--- src/rtl/passcoder_calc_seq_pkg.sv ---
// Shared definitions for the passcoder BCD calculator.
//   - op codes (OP_ADD .. OP_POW)
//   - sequencer state encoding
//   - calc_w(): binary operand width for a DIGITS-digit BCD operand
//   - op_valid(): op code legality; op 100 is legal only when PASSCODER_POW_EN is defined
package passcoder_calc_seq_pkg;

   localparam logic [2:0] OP_ADD = 3'b000;
   localparam logic [2:0] OP_SUB = 3'b001;
   localparam logic [2:0] OP_MUL = 3'b010;
   localparam logic [2:0] OP_DIV = 3'b011;
   localparam logic [2:0] OP_POW = 3'b100;

   typedef enum logic [2:0] {
      ST_IDLE = 3'd0,
      ST_LOAD = 3'd1,
      ST_EXEC = 3'd2,
      ST_CONV = 3'd3,
      ST_DONE = 3'd4
   } calc_state_t;

   // ceil(log2(10**digits))
   function automatic int calc_w(input int digits);
      longint p;
      int     w;
      p = 1;
      w = 0;
      for (int i = 0; i < digits; i++) p = p * 10;
      while ((longint'(1) << w) < p) w++;
      return w;
   endfunction

   function automatic logic op_valid(input logic [2:0] op);
`ifdef PASSCODER_POW_EN
      return (op <= OP_POW);
`else
      return (op <= OP_DIV);
`endif
   endfunction

endpackage

--- src/rtl/passcoder_calc_seq_if.sv ---
// Request/response bundle of the passcoder calculator.
//   master : keypad/operand side (drives start, op, a_bcd, b_bcd)
//   slave  : calculator core (drives busy, done, result_bcd, rem_bcd, neg, err, led_signal)
// Parameter DIGITS sets the BCD operand width (4*DIGITS bits) and result width (8*DIGITS bits).
interface passcoder_calc_seq_if #(
   parameter int DIGITS = 2
);
   logic                  start;
   logic [2:0]            op;
   logic [4*DIGITS-1:0]   a_bcd;
   logic [4*DIGITS-1:0]   b_bcd;
   logic                  busy;
   logic                  done;
   logic [8*DIGITS-1:0]   result_bcd;
   logic [4*DIGITS-1:0]   rem_bcd;
   logic                  neg;
   logic                  err;
   logic                  led_signal;

   modport master (
      output start, op, a_bcd, b_bcd,
      input  busy, done, result_bcd, rem_bcd, neg, err, led_signal
   );

   modport slave (
      input  start, op, a_bcd, b_bcd,
      output busy, done, result_bcd, rem_bcd, neg, err, led_signal
   );
endinterface

--- src/rtl/passcoder_calc_seq_bin2bcd.sv ---
// Sequential double-dabble binary-to-BCD converter.
// Ports:
//   clk, rst_n  clock, asynchronous active-low reset
//   start       loads bin_in and begins conversion (restarts if already running)
//   bin_in      IN_W-bit binary value
//   done        one-cycle pulse IN_W cycles after the start edge; bcd_out valid from then on
//   bcd_out     OUT_DIGITS packed BCD digits, held until the next start
module passcoder_calc_seq_bin2bcd #(
   parameter int IN_W       = 14,
   parameter int OUT_DIGITS = 4
) (
   input  logic                    clk,
   input  logic                    rst_n,
   input  logic                    start,
   input  logic [IN_W-1:0]         bin_in,
   output logic                    done,
   output logic [4*OUT_DIGITS-1:0] bcd_out
);
   localparam int CW = $clog2(IN_W + 1);

   logic [IN_W-1:0]         bin_q, bin_d;
   logic [4*OUT_DIGITS-1:0] bcd_q, bcd_d, bcd_adj;
   logic [CW-1:0]           cnt_q, cnt_d;
   logic                    done_q, done_d;

   always_comb begin
      bin_d   = bin_q;
      bcd_d   = bcd_q;
      cnt_d   = cnt_q;
      done_d  = 1'b0;
      bcd_adj = bcd_q;
      for (int i = 0; i < OUT_DIGITS; i++) begin
         if (bcd_q[4*i +: 4] >= 4'd5) bcd_adj[4*i +: 4] = bcd_q[4*i +: 4] + 4'd3;
      end
      if (start) begin
         bin_d = bin_in;
         bcd_d = '0;
         cnt_d = CW'(IN_W);
      end else if (cnt_q != '0) begin
         // adjust-then-shift: the binary MSB enters the BCD LSB
         {bcd_d, bin_d} = {bcd_adj, bin_q} << 1;
         cnt_d  = cnt_q - CW'(1);
         done_d = (cnt_q == CW'(1));
      end
   end

   always_ff @(posedge clk or negedge rst_n) begin
      if (!rst_n) begin
         bin_q  <= '0;
         bcd_q  <= '0;
         cnt_q  <= '0;
         done_q <= 1'b0;
      end else begin
         bin_q  <= bin_d;
         bcd_q  <= bcd_d;
         cnt_q  <= cnt_d;
         done_q <= done_d;
      end
   end

   assign done    = done_q;
   assign bcd_out = bcd_q;

endmodule

--- src/rtl/passcoder_calc_seq.sv ---
// Multi-cycle BCD calculator core: two DIGITS-digit BCD operands, op add/sub/mul/div(/pow),
// iterative binary datapath, BCD result plus remainder.
// Ports:
//   clk, rst_n  clock, asynchronous active-low reset (aborts any operation, no done pulse)
//   bus (slave) start/op/a_bcd/b_bcd in; busy/done/result_bcd/rem_bcd/neg/err/led_signal out
// Build option: PASSCODER_POW_EN defined -> op 100 computes A**B; otherwise op 100 is invalid.
//
// state | meaning
// IDLE  | waiting for start; outputs hold last result
// LOAD  | DIGITS cycles of Horner BCD->binary on A and B; operand/op checks at the end
// EXEC  | arithmetic: add/sub 1 cycle, mul/div W cycles, pow B multiplies of W cycles
// CONV  | double-dabble of result and remainder (RW cycles after the launch edge)
// DONE  | one-cycle done pulse, result valid
module passcoder_calc_seq
   import passcoder_calc_seq_pkg::*;
#(
   parameter int DIGITS = 2
) (
   input  logic                clk,
   input  logic                rst_n,
   passcoder_calc_seq_if.slave bus
);
   localparam int W  = calc_w(DIGITS);
   localparam int RW = 2 * W;
   localparam int XW = RW + W;
   localparam int BW = 4 * DIGITS;
   localparam int SW = $clog2(W + 1);
   localparam int LW = $clog2(DIGITS + 1);
   localparam logic [XW-1:0] LIMIT = XW'(10 ** (2 * DIGITS) - 1);

   calc_state_t       state_q, state_d;
   logic [2:0]        op_q, op_d;
   logic [BW-1:0]     a_sh_q, a_sh_d, b_sh_q, b_sh_d;
   logic [LW-1:0]     load_cnt_q, load_cnt_d;
   logic              bad_q, bad_d;
   logic [W-1:0]      a_q, a_d, b_q, b_d;
   logic [XW-1:0]     mcand_q, mcand_d;
   logic [W-1:0]      mplier_q, mplier_d;
   logic [XW-1:0]     prod_q, prod_d;
   logic [SW-1:0]     step_q, step_d;
   logic [W-1:0]      div_r_q, div_r_d;
   logic [W-1:0]      quo_q, quo_d;
`ifdef PASSCODER_POW_EN
   logic [W-1:0]      pow_cnt_q, pow_cnt_d;
`endif
   logic [2*BW-1:0]   result_q, result_d;
   logic [BW-1:0]     rem_q, rem_d;
   logic              neg_q, neg_d;
   logic              err_q, err_d;
   logic              led_q;

   logic [3:0]        dig_a, dig_b;
   logic [XW-1:0]     prod_nx;
   logic [W:0]        r_sh;
   logic              div_ge;
   logic [W-1:0]      r_nx, q_nx;
   logic              exec_fin;
   logic [XW-1:0]     exec_val;
   logic [W-1:0]      exec_rem;
   logic              conv_start;
   logic [RW-1:0]     conv_res_bin, conv_rem_bin;
   logic              res_done, rem_done;
   logic [2*BW-1:0]   res_bcd;
   logic [BW-1:0]     rem_bcd_c;

   assign dig_a        = a_sh_q[BW-1 -: 4];
   assign dig_b        = b_sh_q[BW-1 -: 4];
   assign conv_res_bin = exec_val[RW-1:0];
   assign conv_rem_bin = RW'(exec_rem);

   always_comb begin
      state_d    = state_q;
      op_d       = op_q;
      a_sh_d     = a_sh_q;
      b_sh_d     = b_sh_q;
      load_cnt_d = load_cnt_q;
      bad_d      = bad_q;
      a_d        = a_q;
      b_d        = b_q;
      mcand_d    = mcand_q;
      mplier_d   = mplier_q;
      prod_d     = prod_q;
      step_d     = step_q;
      div_r_d    = div_r_q;
      quo_d      = quo_q;
`ifdef PASSCODER_POW_EN
      pow_cnt_d  = pow_cnt_q;
`endif
      result_d   = result_q;
      rem_d      = rem_q;
      neg_d      = neg_q;
      err_d      = err_q;
      exec_fin   = 1'b0;
      exec_val   = '0;
      exec_rem   = '0;
      conv_start = 1'b0;
      prod_nx    = prod_q + (mplier_q[0] ? mcand_q : '0);
      r_sh       = {div_r_q, quo_q[W-1]};
      div_ge     = (r_sh >= {1'b0, b_q});
      r_nx       = div_ge ? W'(r_sh - {1'b0, b_q}) : r_sh[W-1:0];
      q_nx       = {quo_q[W-2:0], div_ge};

      unique case (state_q)
         ST_IDLE: begin
            if (bus.start) begin
               state_d    = ST_LOAD;
               op_d       = bus.op;
               a_sh_d     = bus.a_bcd;
               b_sh_d     = bus.b_bcd;
               load_cnt_d = LW'(DIGITS - 1);
               bad_d      = 1'b0;
               a_d        = '0;
               b_d        = '0;
               neg_d      = 1'b0;
               err_d      = 1'b0;
               rem_d      = '0;
            end
         end

         ST_LOAD: begin
            // invalid digits may wrap here; they are flagged and the value discarded
            a_d        = a_q * W'(10) + W'(dig_a);
            b_d        = b_q * W'(10) + W'(dig_b);
            a_sh_d     = a_sh_q << 4;
            b_sh_d     = b_sh_q << 4;
            bad_d      = bad_q | (dig_a > 4'd9) | (dig_b > 4'd9);
            load_cnt_d = load_cnt_q - LW'(1);
            // EXEC operands are set up from the freshly converted values so the
            // first iteration runs in the first EXEC cycle
            mcand_d    = XW'(a_d);
            mplier_d   = b_d;
            prod_d     = '0;
            step_d     = SW'(W - 1);
            div_r_d    = '0;
            quo_d      = a_d;
`ifdef PASSCODER_POW_EN
            pow_cnt_d  = b_d;
            if (op_q == OP_POW) begin
               mcand_d  = XW'(1);
               mplier_d = a_d;
            end
`endif
            if (load_cnt_q == '0) begin
               if (bad_d || !op_valid(op_q) || ((op_q == OP_DIV) && (b_d == '0))) begin
                  state_d  = ST_DONE;
                  err_d    = 1'b1;
                  result_d = '0;
                  rem_d    = '0;
               end else begin
                  state_d = ST_EXEC;
               end
            end
         end

         ST_EXEC: begin
            step_d = step_q - SW'(1);
            case (op_q)
               OP_ADD: begin
                  exec_fin = 1'b1;
                  exec_val = XW'(a_q) + XW'(b_q);
               end
               OP_SUB: begin
                  exec_fin = 1'b1;
                  if (a_q < b_q) begin
                     exec_val = XW'(b_q - a_q);
                     neg_d    = 1'b1;
                  end else begin
                     exec_val = XW'(a_q - b_q);
                  end
               end
               OP_MUL: begin
                  prod_d   = prod_nx;
                  mcand_d  = mcand_q << 1;
                  mplier_d = mplier_q >> 1;
                  if (step_q == '0) begin
                     exec_fin = 1'b1;
                     exec_val = prod_nx;
                  end
               end
               OP_DIV: begin
                  div_r_d = r_nx;
                  quo_d   = q_nx;
                  if (step_q == '0) begin
                     exec_fin = 1'b1;
                     exec_val = XW'(q_nx);
                     exec_rem = r_nx;
                  end
               end
`ifdef PASSCODER_POW_EN
               OP_POW: begin
                  if (pow_cnt_q == '0) begin
                     exec_fin = 1'b1;
                     exec_val = XW'(1);
                  end else begin
                     prod_d   = prod_nx;
                     mcand_d  = mcand_q << 1;
                     mplier_d = mplier_q >> 1;
                     if (step_q == '0) begin
                        // stop after the last multiply, or as soon as the running power overflows
                        if ((prod_nx > LIMIT) || (pow_cnt_q == W'(1))) begin
                           exec_fin = 1'b1;
                           exec_val = prod_nx;
                        end else begin
                           pow_cnt_d = pow_cnt_q - W'(1);
                           mcand_d   = prod_nx;
                           mplier_d  = a_q;
                           prod_d    = '0;
                           step_d    = SW'(W - 1);
                        end
                     end
                  end
               end
`endif
               default: exec_fin = 1'b1;
            endcase
            if (exec_fin) begin
               if (exec_val > LIMIT) begin
                  state_d  = ST_DONE;
                  err_d    = 1'b1;
                  neg_d    = 1'b0;
                  result_d = '0;
                  rem_d    = '0;
               end else begin
                  state_d    = ST_CONV;
                  conv_start = 1'b1;
               end
            end
         end

         ST_CONV: begin
            if (res_done && rem_done) begin
               state_d  = ST_DONE;
               result_d = res_bcd;
               rem_d    = rem_bcd_c;
            end
         end

         ST_DONE: state_d = ST_IDLE;

         default: state_d = ST_IDLE;
      endcase
   end

   always_ff @(posedge clk or negedge rst_n) begin
      if (!rst_n) begin
         state_q    <= ST_IDLE;
         op_q       <= '0;
         a_sh_q     <= '0;
         b_sh_q     <= '0;
         load_cnt_q <= '0;
         bad_q      <= 1'b0;
         a_q        <= '0;
         b_q        <= '0;
         mcand_q    <= '0;
         mplier_q   <= '0;
         prod_q     <= '0;
         step_q     <= '0;
         div_r_q    <= '0;
         quo_q      <= '0;
`ifdef PASSCODER_POW_EN
         pow_cnt_q  <= '0;
`endif
         result_q   <= '0;
         rem_q      <= '0;
         neg_q      <= 1'b0;
         err_q      <= 1'b0;
         led_q      <= 1'b0;
      end else begin
         state_q    <= state_d;
         op_q       <= op_d;
         a_sh_q     <= a_sh_d;
         b_sh_q     <= b_sh_d;
         load_cnt_q <= load_cnt_d;
         bad_q      <= bad_d;
         a_q        <= a_d;
         b_q        <= b_d;
         mcand_q    <= mcand_d;
         mplier_q   <= mplier_d;
         prod_q     <= prod_d;
         step_q     <= step_d;
         div_r_q    <= div_r_d;
         quo_q      <= quo_d;
`ifdef PASSCODER_POW_EN
         pow_cnt_q  <= pow_cnt_d;
`endif
         result_q   <= result_d;
         rem_q      <= rem_d;
         neg_q      <= neg_d;
         err_q      <= err_d;
         led_q      <= err_q;
      end
   end

   passcoder_calc_seq_bin2bcd #(
      .IN_W       (RW),
      .OUT_DIGITS (2 * DIGITS)
   ) u_res_conv (
      .clk     (clk),
      .rst_n   (rst_n),
      .start   (conv_start),
      .bin_in  (conv_res_bin),
      .done    (res_done),
      .bcd_out (res_bcd)
   );

   // remainder < 10**DIGITS, so DIGITS output digits never lose information
   passcoder_calc_seq_bin2bcd #(
      .IN_W       (RW),
      .OUT_DIGITS (DIGITS)
   ) u_rem_conv (
      .clk     (clk),
      .rst_n   (rst_n),
      .start   (conv_start),
      .bin_in  (conv_rem_bin),
      .done    (rem_done),
      .bcd_out (rem_bcd_c)
   );

   assign bus.busy       = (state_q == ST_LOAD) || (state_q == ST_EXEC) || (state_q == ST_CONV);
   assign bus.done       = (state_q == ST_DONE);
   assign bus.result_bcd = result_q;
   assign bus.rem_bcd    = rem_q;
   assign bus.neg        = neg_q;
   assign bus.err        = err_q;
   assign bus.led_signal = led_q;

endmodule

--- src/flat_wrapper.sv ---
// flat-port wrapper written by rule: the top's interface ports become plain ports
module passcoder_calc_seq_flat import passcoder_calc_seq_pkg::*;
#(
   parameter int DIGITS = 2
)
  (clk, rst_n, bus_start, bus_op, bus_a_bcd, bus_b_bcd, bus_busy, bus_done, bus_result_bcd, bus_rem_bcd, bus_neg, bus_err, bus_led_signal);
  passcoder_calc_seq_if #(.DIGITS(DIGITS)) bus_i ();
  input  logic clk;
  input  logic rst_n;
  input wire logic [$bits(bus_i.start)-1:0] bus_start;
  input wire logic [$bits(bus_i.op)-1:0] bus_op;
  input wire logic [$bits(bus_i.a_bcd)-1:0] bus_a_bcd;
  input wire logic [$bits(bus_i.b_bcd)-1:0] bus_b_bcd;
  output wire logic [$bits(bus_i.busy)-1:0] bus_busy;
  output wire logic [$bits(bus_i.done)-1:0] bus_done;
  output wire logic [$bits(bus_i.result_bcd)-1:0] bus_result_bcd;
  output wire logic [$bits(bus_i.rem_bcd)-1:0] bus_rem_bcd;
  output wire logic [$bits(bus_i.neg)-1:0] bus_neg;
  output wire logic [$bits(bus_i.err)-1:0] bus_err;
  output wire logic [$bits(bus_i.led_signal)-1:0] bus_led_signal;
  assign bus_i.start = bus_start;
  assign bus_i.op = bus_op;
  assign bus_i.a_bcd = bus_a_bcd;
  assign bus_i.b_bcd = bus_b_bcd;
  assign bus_busy = bus_i.busy;
  assign bus_done = bus_i.done;
  assign bus_result_bcd = bus_i.result_bcd;
  assign bus_rem_bcd = bus_i.rem_bcd;
  assign bus_neg = bus_i.neg;
  assign bus_err = bus_i.err;
  assign bus_led_signal = bus_i.led_signal;
  passcoder_calc_seq #(.DIGITS(DIGITS)) u_core (.clk(clk), .rst_n(rst_n), .bus(bus_i));
endmodule
--- config.mk ---
export PLATFORM = sky130hd
export DESIGN_NAME = passcoder_calc_seq_flat
export DESIGN_NICKNAME = d
export VERILOG_FILES = /design/src/rtl/passcoder_calc_seq_pkg.sv /design/src/rtl/passcoder_calc_seq_if.sv /design/src/rtl/passcoder_calc_seq_bin2bcd.sv /design/src/rtl/passcoder_calc_seq.sv /design/src/flat_wrapper.sv
export SDC_FILE = /design/constraint.sdc
export NUM_CORES = 1
export LEC_CHECK = 0
export ABC_AREA = 0
export ABC_CLOCK_PERIOD_IN_PS = 5400
export CORE_ASPECT_RATIO = 1.5
export CORE_MARGIN = 10
export CORE_UTILIZATION = 62
export DETAILED_ROUTE_END_ITERATION = 6
export PLACE_DENSITY = 0.81
export SLEW_MARGIN = 15
export SYNTH_ARGS = -nofsm -noshare
export SYNTH_HDL_FRONTEND = slang
export SYNTH_HIERARCHICAL = 1
export SYNTH_SLANG_ARGS = --single-unit
--- constraint.sdc ---
create_clock -name clk -period 5.4 [get_ports clk]
set_input_delay 1.08 -clock clk [delete_from_list [all_inputs] [get_ports clk]]
set_output_delay 1.08 -clock clk [all_outputs]
set_load 0.01 [all_outputs]
; ---- Word-level counts from Yosys, hierarchy flattened
; Cells that the tools add are included.
[word_totals]
register_bits = 194
inputBits = 22
wordCells = 200
[op_classes]
n_eq_ne = 17
n_addsub = 17
order_cmp = 12
n_reduce_logical = 32
mux = 91
multipliers = 2
bitwise = 2
[op_table]
columns = op, n
row1 = two-way mux 21 bit, 6
row2 = two-way mux 16 bit, 7
row3 = case mux 21 bit (2 select lines), 2
row4 = case mux 21 bit (4 select lines), 1
row5 = two-way mux 8 bit, 10
row6 = two-way mux 14 bit, 5
row7 = case mux 7 bit (2 select lines), 5
row8 = two-way mux 7 bit, 9
row9 = case mux 16 bit (3 select lines), 1
row10 = two-way mux 4 bit, 8
row11 = case mux 8 bit (2 select lines), 2
row12 = case mux 8 bit (4 select lines), 1
row13 = greater-or-equal comparator 4 x 3 -> 1 bit (second input constant), 6
row14 = two-way mux 3 bit, 8
row15 = adder 21 bit, 1
row16 = > comparator 21 x 14 -> 1 bit (second input constant), 1
row17 = two-way mux 1 bit, 19
row18 = adder 4 x 2 -> 4 bit (second input constant), 4
row19 = subtractor 7 x 7 -> 8 bit, 2
row20 = adder 7 x 4 -> 7 bit, 2
row21 = multiplier 7 x 3 -> 6 bit (second input constant), 2
row22 = equality test 3 x 2 -> 1 bit (second input constant), 4
row23 = inequality test 2 x 1 -> 1 bit (second input constant), 6
row24 = case mux 3 bit (4 select lines), 1
row25 = 34 further kinds, 60

; ---- Depth between registers and ports, before layout
[logic_depth]
ltp_word = 10
mapped_depth = 20

; ---- Cells and area by module
; Netlist, hierarchy kept.
[modules_own_cells]
columns = module, area_per_inst_um2, instances, cells_per_inst
row1 = passcoder_calc_seq, 8844.7, 1, 1064
row2 = passcoder_calc_seq_bin2bcd (u_core.u_res_conv), 1999.4, 1, 210
row3 = passcoder_calc_seq_bin2bcd (u_core.u_rem_conv), 1433.9, 1, 149

; ---- Worst setup path after synthesis
; Ideal clock, no wire load.
[synth_timing]
path_kind = register -> register
startpoint = register u_core.mplier_q[0]
endpoint = register u_core.u_rem_conv.bin_q[0]
arrival_ps = 4393
setup_slack_ps = 924
required_ps = 5317
setup_time_ps = 83
stages_incl_launch_ff = 21
path_buffers = 4
path_cell_list = dfrtp_1 -> clkbuf_1 -> and2_1 -> ha_1 -> inv_1 -> fa_1 -> nand2b_1 -> a211oi_1 -> o21ai_0 -> nor3b_1 -> a2111oi_2 -> and2_1 -> nand4_1 -> a211oi_1 -> a21oi_1 -> nor3_1 -> clkbuf_1 -> clkbuf_1 -> buf_2 -> nand2_1 -> o21ai_0
[synth_via]
elab_chain_len = 10
elab_cells_between_ends = 11
cone_classes = 1 x add/sub / 1 x order compare / 8 x mux / 1 x reduce/logical
[synth_rtl]
columns = element, line
row1 = start: declaration, passcoder_calc_seq.sv:38  ; logic [W-1:0] mplier_q, mplier_d;
row2 = start signal: assignment, passcoder_calc_seq.sv:278  ; mplier_q <= mplier_d;
row3 = two-way mux 21 bit (*), passcoder_calc_seq.sv:97  ; prod_nx = prod_q + (mplier_q[0] ? mcand_q : '0);
row4 = adder 21 bit (*), passcoder_calc_seq.sv:97
row5 = two-way mux 21 bit (*), passcoder_calc_seq.sv:175  ; if (step_q == '0) begin
row6 = case mux 21 bit (4 select lines) (*), passcoder_calc_seq.sv:157  ; case (op_q)
row7 = two-way mux 21 bit (*), passcoder_calc_seq.sv:103  ; unique case (state_q)
row8 = > comparator 21 x 14 -> 1 bit (*), passcoder_calc_seq.sv:217  ; if (exec_val > LIMIT) begin
row9 = two-way mux 1 bit (*), passcoder_calc_seq.sv:217
row10 = two-way mux 1 bit (*), passcoder_calc_seq.sv:216  ; if (exec_fin) begin
row11 = two-way mux 1 bit (*), passcoder_calc_seq.sv:103
row12 = net u_core.conv_start, passcoder_calc_seq.sv:60  ; logic conv_start;
row13 = two-way mux 14 bit or nonzero test 2 bit (tied branches), -
row14 = end signal: assignment, passcoder_calc_seq_bin2bcd.sv:54  ; bin_q <= bin_d;
row15 = end: declaration, passcoder_calc_seq_bin2bcd.sv:21  ; logic [IN_W-1:0] bin_q, bin_d;
; The timed path passes the listed nets; every way through them passes the cells marked *. The select of a mux whose other input is x is not followed.
; A chain may end at the register's enable or synchronous reset.

; ---- Worst setup path after layout
[layout_timing]
startpoint = register u_core.mcand_q[0]
endpoint = register u_core.u_rem_conv.done_q, in the netlist u_core/u_rem_conv/done
[layout_via]
elab_chain_len = 10
[layout_rtl]
columns = element, line
row1 = start: declaration, passcoder_calc_seq.sv:37  ; logic [XW-1:0] mcand_q, mcand_d;
row2 = start signal: assignment, passcoder_calc_seq.sv:277  ; mcand_q <= mcand_d;
row3 = two-way mux 21 bit, passcoder_calc_seq.sv:97
row4 = adder 21 bit, passcoder_calc_seq.sv:97
row5 = two-way mux 21 bit, passcoder_calc_seq.sv:175
row6 = case mux 21 bit (4 select lines), passcoder_calc_seq.sv:157
row7 = two-way mux 21 bit, passcoder_calc_seq.sv:103
row8 = > comparator 21 x 14 -> 1 bit, passcoder_calc_seq.sv:217
row9 = two-way mux 1 bit, passcoder_calc_seq.sv:217
row10 = two-way mux 1 bit, passcoder_calc_seq.sv:216
row11 = two-way mux 1 bit, passcoder_calc_seq.sv:103
row12 = net u_core.conv_start, passcoder_calc_seq.sv:60
row13 = two-way mux 1 bit, passcoder_calc_seq_bin2bcd.sv:35  ; if (start) begin
row14 = net u_core.u_rem_conv.done_d, passcoder_calc_seq_bin2bcd.sv:24  ; logic done_q, done_d;
row15 = end signal: assignment, passcoder_calc_seq_bin2bcd.sv:57  ; done_q <= done_d;
row16 = end: declaration, passcoder_calc_seq_bin2bcd.sv:24
; The timed path passes the listed nets, and every way through them passes these cells. The select of a mux whose other input is x is not followed.

==> metrics.md <==
| Metric | Value |
|---|---|
| Total wire length | 29,420 µm |
| Post-route minimum period | 4.788 ns |
| Drt drc | 0 |
| Required time worst endpoint | 5.73 ns |
| Global routing usage on met2 | 40.14% |
| Routed len/inst | 17.13 µm |
| Drt pass-1 iters | 5 |
| Worst path max stage delay | 0.48 ns |
| Register area share after synthesis | 39.54% |
| H-tree levels | 4 |
| FFs w/ async S/R, synth | 100.0% |
| Die ar. | 25,950 µm² |
| Crit-path most repeated cell | a211oi_1 |
| F_max | 208.8 MHz |
| Global route total overflow | 0 |
| Post-CTS Resized | 0 |
| Nets@finish | 1,556 |
| Most crowded layer after global routing | met2 |
| Grt met1 use | 28.44% |
| Detail Route Antenna Nets | 0 |
| Sink Count | 194 |
| Setup TNS | 0 ns |
| Routed vias/inst | 6.058 |
| Lkg Pwr | 6.284 nW |
| Setup CP Type | register to register |
| Height of the chip | 192.4 µm |
| Root Driver | clkbuf_16 |
| Worst-margin pin slew | 1.063 ns |
| Vias in the first global route | 10,270 |
| Row cnt | 63 |
| Syn. warnings | 6 |
| CTS tree | done |
| Drt initial violations | 901 |
| Hold-fix buffers at CTS | 0 |
| Mean area per synthesized cell | 8.628 µm² |
| Worst setup EP type | register |
| Clk buf depth | 2 |
| Peak supply drop | 0.3114 mV |
| Fillers | 1,550 |
| Flop-to-flop setup slack | 0.61 ns |
| Outcome | complete, no violations |
| First-pass GRT wire length | 50,150 µm |
| Post-CTS setup buffers | 0 |
| Unique cell type count in the Yosys netlist | 74 |
| Max Slew Vio Count | 0 |
| Total chip power | 7.906 mW |
| Final hold viol count | 0 |
| Top delay family on crit path | compound AO/OA/AOI/OAI gates |
| Unrepaired setup endpoints after global routing | no |
| PD cells | 584.7 nW/µm² |
| Critical Path Source Type | register |
| Routability cong. | 0.9426 |
| Worst Hold Class | register to register |
| Vias | 10,400 |
| Core area | 19,630 µm² |
| Ant. Diodes | 0 |
| Post-Synthesis Cells | 1,423 |
| Die W | 134.9 µm |
| Met3 Use GR | 3.700% |
| CTS buffer count | 17 |
| Worst endpoint data arrival time | 5.11 ns |
| Buf/Inv on CP | 3 |
| Fin area | 13,520 µm² |
| Initial antenna violation count | 0 |
| Critical Path, Cell by Cell | and2_1 > ha_1 > inv_1 > fa_1 > nand2b_1 > a21oi_1 > o2111ai_1 > a211oi_1 > o21ai_0 > a211oi_1 > nand4_1 > a211oi_1 > a21oi_1 > nor3_2 > buf_4 > buf_4 > nor2_1 > nand2_1 > nor3_1 |
| Largest net degree at the start of global routing | 111 |
| Overall Global Routing Usage | 23.55% |
| Commonest register cell after synthesis | dfrtp_1 |
| P&R area growth vs syn | 10.12% |
| Number of flops mapped to enable cells by yosys | 0 |
| Register bit total from synthesis | 194 |
| Starting Density | 62.55% |
| Mapped Area | 12,280 µm² |
| Worst-skew pair later-pin latency | 0.45 ns |
| CP Max Fanout | 27 |
| Post-DP HPWL | 21,180 µm |
| CP max stage cell | a211oi_1 |
| Number of buffers added on ports | 50 |
| Endpoints failing setup | 0 |
| Clock transition at path regs | 0.07 ns |
| Max cap viols | 0 |
| Ports | 51 |
| Worst-case clock skew | 0.01156 ns |
| Worst slew margin | 28.84% |
| Placed Instance Area | 12,950 µm² |
| Fraction of layout cells with a size suffix above 1 | 5.559% |
| Final period utilization | 88.67% |
cells in the final DEF, fill, tap and decap left out, types with 10 or more instances in the layout:
master,synthesis,final
nand2_1,246,246
dfrtp_1,194,194
o21ai_0,128,128
nor2_1,98,97
a21oi_1,81,81
ha_1,81,81
inv_1,73,73
nand3_1,72,72
clkdlybuf4s50_1,0,49
mux2i_1,37,37
xnor2_1,27,27
and2_1,26,26
nor2b_1,24,24
or3_1,23,23
a21o_1,19,19
nor3_1,19,18
clkbuf_16,0,17
o211ai_1,17,17
buf_4,7,17
o31ai_1,14,14
o2111ai_1,13,13
a31oi_1,12,12
nand2b_1,12,11
xor2_1,11,11
a211oi_1,10,10
a22o_1,10,10
registers in the layout (all words and copies together) (netlist names), 2 cells and up:
signal                     flops
u_core/state_q                 3
u_core/a_q                     7
u_core/quo_q                   7
u_core/mcand_q                21
u_core/u_res_conv/bin_q       14
u_core/a_sh_q                  8
u_core/u_res_conv/cnt_q        4
u_core/u_res_conv/bcd_out     16
u_core/b_sh_q                  8
u_core/u_rem_conv/bin_q       14
u_core/u_rem_conv/cnt_q        4
u_core/op_q                    3
u_core/mplier_q                7
u_core/load_cnt_q              2
u_core/b_q                     7
u_core/div_r_q                 7
u_core/bus.result_bcd         16
u_core/u_rem_conv/bcd_out      8
u_core/prod_q                 21
u_core/step_q                  3
u_core/bus.rem_bcd             8
cells in the mapped netlist (all sizes together) (3+ instances only):
cell type  number  area share, %
or3            23            1.2
xnor2          27            1.9
a211oi         11           0.71
buf            21            1.2
a22o           10           0.71
o21ai         129            5.3
nor3b           7           0.51
and4            3           0.21
a21o           19            1.2
o2111ai        13           0.93
or3b            3           0.21
xor2           11           0.78
nor3           19           0.77
o31ai          14           0.86
a22oi           3           0.18
o211ai         18            1.1
or2             5           0.25
o21bai          5           0.31
nand3          72            2.9
o21a            9           0.55
ha             81            8.3
nor2b          24            1.2
and2           26            1.3
dfrtp         194             40
a31oi          13           0.71
nand2         246            7.5
clkbuf         51            1.6
nand4           4           0.20
nand3b          3           0.18
a211o           6           0.44
inv            74            2.3
nand2b         12           0.61
fa              9            1.5
nor4            4           0.20
nor2           98            3.0
a2111oi         4           0.34
a311oi          7           0.70
mux2i          38            3.2
a21oi          81            3.3
where the power goes:
group / switching, mW / total [mW] / internal (mW) / leakage [nW]
Combinational: 2.51 / 4.27 / 1.76 / 3.46
Clock: 0.605 / 1.24 / 0.632 / 0.278
Sequential: 0.473 / 2.40 / 1.92 / 2.55
Total: 3.59 / 7.91 / 4.32 / 6.28
per-stage QoR:
stage | cells | utilization, % | worst slack, ns | hold slack [ns]
floorplan | 1429 | - | 0.9241 | 0.4344
global placement | 1685 | 65.99 | 0.8011 | 0.4117
CTS | 1717 | 68.89 | 0.6625 | 0.4314
global route | 1717 | 68.89 | 0.2437 | 0.4458
detailed placement | 1685 | 65.99 | 0.7711 | 0.4177
finish | 1717 | 68.89 | 0.6116 | 0.4276
path summary, 6_finish.rpt:
path,from,endpoint,cells past startpoint
setup / recovery,u_core/mcand_q[0],u_core/u_rem_conv/done,19
hold / removal,u_core/bus.err,u_core/bus.led_signal,0
setup reg to reg,u_core/mcand_q[0],u_core/u_rem_conv/done,19
hold reg to reg,u_core/bus.err,u_core/bus.led_signal,0
max in group asynchronous,rst_n,u_core/quo_q[2],2
min in group asynchronous,rst_n,u_core/u_res_conv/bcd_out[13],1
logic make-up (layout without fill, tap and decap cells):
group | Yosys count | count (layout) | synth area share (%)
multiplexers | 40 | 40 | 3.383
XOR/XNOR | 38 | 38 | 2.711
AND/OR/NAND/NOR | 554 | 554 | 20.72
AO/OA/AOI/OAI | 360 | 360 | 18.85
other | 1 | 7 | 0.03054
buffers and inverters | 146 | 174 | 5.044
adder cells (fa/ha/maj) | 90 | 90 | 9.722
flip-flops | 194 | 194 | 39.54
layer usage:
layer,wire length [µm],up-vias
met3,1398,74
met4,983,0
met5,0,-
li1,-,5005
met2,14740,296
met1,12300,5026
cell type report:
cell class	count	area, µm²	share of cell area [%]
clock inverter	13	115.1	0.8514
clock buffer	19	452.9	3.350
timing repair buffer	68	651.9	4.821
tap	260	325.3	2.406
inverter	74	277.8	2.054
sequential	194	4855	35.91
multi-input combinational	1089	6843	50.61
Note: power is estimated with default switching activity, not from simulation.
